--- config.mk ---
export PLATFORM = sky130hd
export DESIGN_NAME = eval_unit_arbiter
export DESIGN_NICKNAME = d
export VERILOG_FILES = /design/src/rtl/eval_arb_pkg.sv /design/src/rtl/eval_core.sv /design/src/rtl/eval_unit_arbiter.sv
export SDC_FILE = /design/constraint.sdc
export NUM_CORES = 1
export LEC_CHECK = 0
export CORE_MARGIN = 4
export CORE_UTILIZATION = 47
export CTS_BUF_LIST = sky130_fd_sc_hd__clkbuf_16
export DETAILED_ROUTE_END_ITERATION = 16
export HOLD_SLACK_MARGIN = 0.12
export PLACE_DENSITY = 0.78
export SLEW_MARGIN = 20
export SYNTH_ARGS = -nofsm -noshare
export SYNTH_HDL_FRONTEND = slang
export SYNTH_HIERARCHICAL = 1
export SYNTH_SLANG_ARGS = --single-unit
--- constraint.sdc ---
create_clock -name clk -period 2.8 [get_ports clk]
set_clock_uncertainty 0.1 [all_clocks]
set_input_delay 0.7 -clock clk [delete_from_list [all_inputs] [get_ports clk]]
set_output_delay 0.7 -clock clk [all_outputs]
set_load 0.01 [all_outputs]
--- src/rtl/eval_arb_pkg.sv ---
// Shared types and the x/y evaluation function used by the arbiter and its evaluator core.
package eval_arb_pkg;

    localparam int unsigned DEFAULT_NUM_REQ = 4;

    typedef enum logic {SLOT_EMPTY, SLOT_FULL} slot_state_t;

    function automatic logic eval_fn(input logic x, input logic y);
        logic p;
        logic q;
        p = (x ^ y) & x;
        q = x & y;
        return (p | q) ^ (p & q);
    endfunction

endpackage

--- src/rtl/eval_core.sv ---
// Combinational evaluator shared by all requesters through the arbiter.
module eval_core
    import eval_arb_pkg::*;
(
    input  logic x,
    input  logic y,
    output logic z
);

    assign z = eval_fn(x, y);

endmodule

--- src/rtl/eval_unit_arbiter.sv ---
// Round-robin arbiter sharing one eval_core among NUM_REQ requesters, with a
// single registered result slot on a valid/ready response channel.
module eval_unit_arbiter
    import eval_arb_pkg::*;
#(
    parameter int unsigned NUM_REQ = DEFAULT_NUM_REQ,
    parameter int unsigned ID_W    = $clog2(NUM_REQ),
    parameter int unsigned CNT_W   = 16
) (
    input  logic               clk,
    input  logic               reset,
    input  logic [NUM_REQ-1:0] req_valid,
    input  logic [NUM_REQ-1:0] req_x,
    input  logic [NUM_REQ-1:0] req_y,
    output logic [NUM_REQ-1:0] req_ready,
    output logic               resp_valid,
    input  logic               resp_ready,
    output logic [ID_W-1:0]    resp_id,
    output logic               resp_z,
    output logic [CNT_W-1:0]   eval_count
);

    slot_state_t        state_q, state_d;
    logic [ID_W-1:0]    last_ptr_q, last_ptr_d;
    logic [ID_W-1:0]    resp_id_q, resp_id_d;
    logic               resp_z_q, resp_z_d;
    logic [CNT_W-1:0]   cnt_q, cnt_d;

    logic               can_accept;
    logic               grant_valid;
    logic [ID_W-1:0]    grant_idx;
    logic [NUM_REQ-1:0] hi_mask;
    logic [NUM_REQ-1:0] hi_req;
    logic               core_x, core_y, core_z;

    function automatic logic [ID_W-1:0] lowest_set(input logic [NUM_REQ-1:0] vec);
        logic [ID_W-1:0] idx;
        idx = '0;
        for (int i = NUM_REQ - 1; i >= 0; i--) begin
            if (vec[i]) idx = ID_W'(i);
        end
        return idx;
    endfunction

    // Requests above last_ptr win first; otherwise wrap to the lowest valid index.
    always_comb begin
        for (int i = 0; i < NUM_REQ; i++) begin
            hi_mask[i] = (i > int'(last_ptr_q));
        end
        hi_req    = req_valid & hi_mask;
        grant_idx = (|hi_req) ? lowest_set(hi_req) : lowest_set(req_valid);
    end

    assign can_accept  = (state_q == SLOT_EMPTY) | resp_ready;
    assign grant_valid = can_accept & (|req_valid) & ~reset;
    assign req_ready   = grant_valid ? (NUM_REQ'(1) << grant_idx) : '0;

    assign core_x = req_x[grant_idx];
    assign core_y = req_y[grant_idx];

    eval_core u_eval_core (
        .x (core_x),
        .y (core_y),
        .z (core_z)
    );

    always_comb begin
        state_d    = state_q;
        last_ptr_d = last_ptr_q;
        resp_id_d  = resp_id_q;
        resp_z_d   = resp_z_q;
        cnt_d      = cnt_q;
        if (grant_valid) begin
            state_d    = SLOT_FULL;
            last_ptr_d = grant_idx;
            resp_id_d  = grant_idx;
            resp_z_d   = core_z;
            if (cnt_q != '1) cnt_d = cnt_q + CNT_W'(1);
        end else if ((state_q == SLOT_FULL) && resp_ready) begin
            state_d = SLOT_EMPTY;
        end
    end

    always_ff @(posedge clk) begin
        if (reset) begin
            state_q    <= SLOT_EMPTY;
            last_ptr_q <= ID_W'(NUM_REQ - 1);
            resp_id_q  <= '0;
            resp_z_q   <= 1'b0;
            cnt_q      <= '0;
        end else begin
            state_q    <= state_d;
            last_ptr_q <= last_ptr_d;
            resp_id_q  <= resp_id_d;
            resp_z_q   <= resp_z_d;
            cnt_q      <= cnt_d;
        end
    end

    assign resp_valid = (state_q == SLOT_FULL);
    assign resp_id    = resp_id_q;
    assign resp_z     = resp_z_q;
    assign eval_count = cnt_q;

endmodule

==> results.toml <==
[run_status]
outcome = "completed"

[drt]
vias = 1454
drcViolationCount = 0
first_iter_violations = 77
final_antenna_net_count = 0
wl_per_cell_um = 15.4
viasPerCell = 5.96
wirelength_um = 3760
drt_first_pass_iters = 4

[cells_and_area]
multi_input_area_um2 = 857
regArea_um2 = 440
nets = 231
layout.cells.non_filler = 244
drive_gt1_share_pct = 24.3
fillers = 202
area_growth_pct = 46.5
antennaDiodeCount = 0

[clocking]
ctsRootBufferMaster = "clkbuf_16"
postCtsHoldBufs = 0
path_clk_slew_ns = 0.06
cts_made_buffers = 3
clockBufferDepth = 2
cts_max_level = 1
cts.sinks = 22
cts_tree = "yes"
clk-insertion-delay-late_ns = 0.25

[worst_setup_path]
slowest_stage = "clkdlybuf4s15_2"
rr_worst_depth = 5
critPathMaxStageDelay_ns = 0.22
critPathBufInv = 3
worstSetupEndpointType = "output port"
crit_type = "in2out"
worstPathArrival_ns = 1.96
worstPathCellList = "clkdlybuf4s15_2 > buf_4 > o21bai_1 > a21o_1 > and2_4 > and3_1 > clkdlybuf4s15_2"
cp_max_fo = 6
r2r-end = "eval_count[15]$_SDFFE_PP0P_"
cpMostUsedCell = "clkdlybuf4s15_2"
r2r_slack_ns = 0.66
crit_required_ns = 2.00
startpoint_type = "primary input"
critPathTopFamily = "buffers and inverters"
worstReg2RegStart = "resp_valid$_SDFFE_PP0P_"

[floorplan]
die_w_um = 61.1
start_util_pct = 51.1
ios = 39
die_area_um2 = 3730
rows = 18
core_area_um2 = 2590
dieHeight_um = 61.1

[placement]
io_buffer_count = 34
post-place-cells = 236
place_congestion = 0.997
dp_hpwl_um = 2740

[grt]
grt_pass1_wl_um = 6140
grt.overflow.total = 0
track_usage_pct = 21.5
grt_max_degree = 18
grt_pass1_vias = 1458
grt_antenna_before_repair = 0

[synthesis]
netlist_instances = 164
ys.warnings.count = 6
synth_area_um2 = 1320
synth_nets = 180
avgSynthCellArea_um2 = 8.07

[power_and_ir_drop]
p_int_uw = 615
comb_power_share_pct = 23.1
pwr-share-seq_pct = 40.8
ir_drop_uv = 384
p_per_area_nw_per_um2 = 427
power_frac_clock_pct = 36.2
switching_power_uw = 213
fin_total_pwr_uw = 828
swShare_pct = 25.8
cellLeakagePower_uw = 0.000748

[sta]
finalSetupTns_ns = 0
setup_viol = 0
tightestPinTransition_ns = 0.370
slew_headroom_pct = 75.0
fin_crit_ns = 2.76
drv_slew = 0
period_share_pct = 98.5
fmax_mhz = 363
hold_viol_final = 0

[worst_hold_path]
min-delay-start = "resp_z$_SDFFE_PP0P_"
hp-class = "reg2reg"
holdPathEnd = "resp_z$_SDFFE_PP0P_"
hold_depth = 2

[flow_run]
drv_cap = 0
-- layer usage --
metal / track usage [%] / vias to the layer above / routed length, um
li1: - / 715 / -
met1: 25.2 / 688 / 1630
met2: 39.1 / 47 / 1930
met3: 2.94 / 4 / 159
met4: 8.36 / 0 / 42
met5: 0 / - / 0
-- power groups by stage --
stage | logic [uW] | registers [uW] | clock network (uW)
final | 191 | 338 | 300
after global routing | 205 | 339 | 324
after CTS | 176 | 337 | 304
after detailed placement | 166 | 344 | 0
after global placement | 159 | 343 | 0
after floorplan | 86.2 | 345 | 0
-- repair_timing --
item | in CTS | in global routing
pin swaps | 3 | 2
endpoints found under the setup margin | 5 | 3
resized for setup | 29 | 5
buffers inserted | 2 | 2
-- state kept, by name (all words and copies together) (netlist names) --
name        cells
eval_count     16
resp_valid      1
last_ptr_q      2
resp_z          1
resp_id         2
-- through the flow --
stage	setup slack, ns	utilization [%]	hold slack [ns]	area, um^2
after CTS	0.00132	73.7	0.367	1910
after detailed placement	-0.670	69.3	0.359	1790
final	0.0423	74.9	0.360	1940
after global routing	-0.000647	74.9	0.394	1940
after global placement	-0.547	69.3	0.343	1790
after floorplan	0.0531	-	0.378	1320
-- placed cells by master (no fill, tap or decap), types with 2 or more instances in the layout --
cell             count
dlygate4sd2_1        2
nand2_1             10
a311oi_1             2
nor2b_1              7
nand3b_1             2
o21bai_1             2
nor3_1               4
clkdlybuf4s15_2      2
nor2_1              16
a211oi_1             3
o311ai_0             2
clkdlybuf4s50_1     25
o31ai_1              2
nand4_1              2
a21oi_1              7
buf_4               23
and4bb_2             2
dfxtp_1             22
clkbuf_16            3
or4_1                2
and3_1               2
mux2_2               6
nand3_1              8
o21ai_0              8
o41ai_1              2
buf_2                3
o22ai_1              2
a31oi_1              2
nor4_1               5
inv_1                8
-- tightest hold or removal path, cell delays in order, from the launching register on --
cell and delay, ns:
dfxtp_1 0.31, nand3_1 0.06, nand2_1 0.05
-- cell type report --
cell class | count | share of cell area [%]
Multi-Input combinational cell | 123 | 44.2
Timing Repair Buffer | 57 | 25.5
Sequential cell | 22 | 22.7
Clock buffer | 3 | 3.87
Tap cell | 30 | 1.94
Inverter | 8 | 1.55
Clock inverter | 1 | 0.194
-- worst max path at each step --
stage                       from      endpoint  slack (ns)  cells after the start
finish              req_valid[1]  req_ready[0]        0.04                      7
global route        req_valid[1]  req_ready[0]     -0.0006                      7
CTS                 req_valid[3]  req_ready[0]       0.001                      6
detailed placement  req_valid[1]  req_ready[2]       -0.67                      6
global placement    req_valid[3]  req_ready[2]       -0.55                      6
floorplan                  reset  req_ready[2]        0.05                      5
Note: power is estimated with default switching activity, not from simulation.
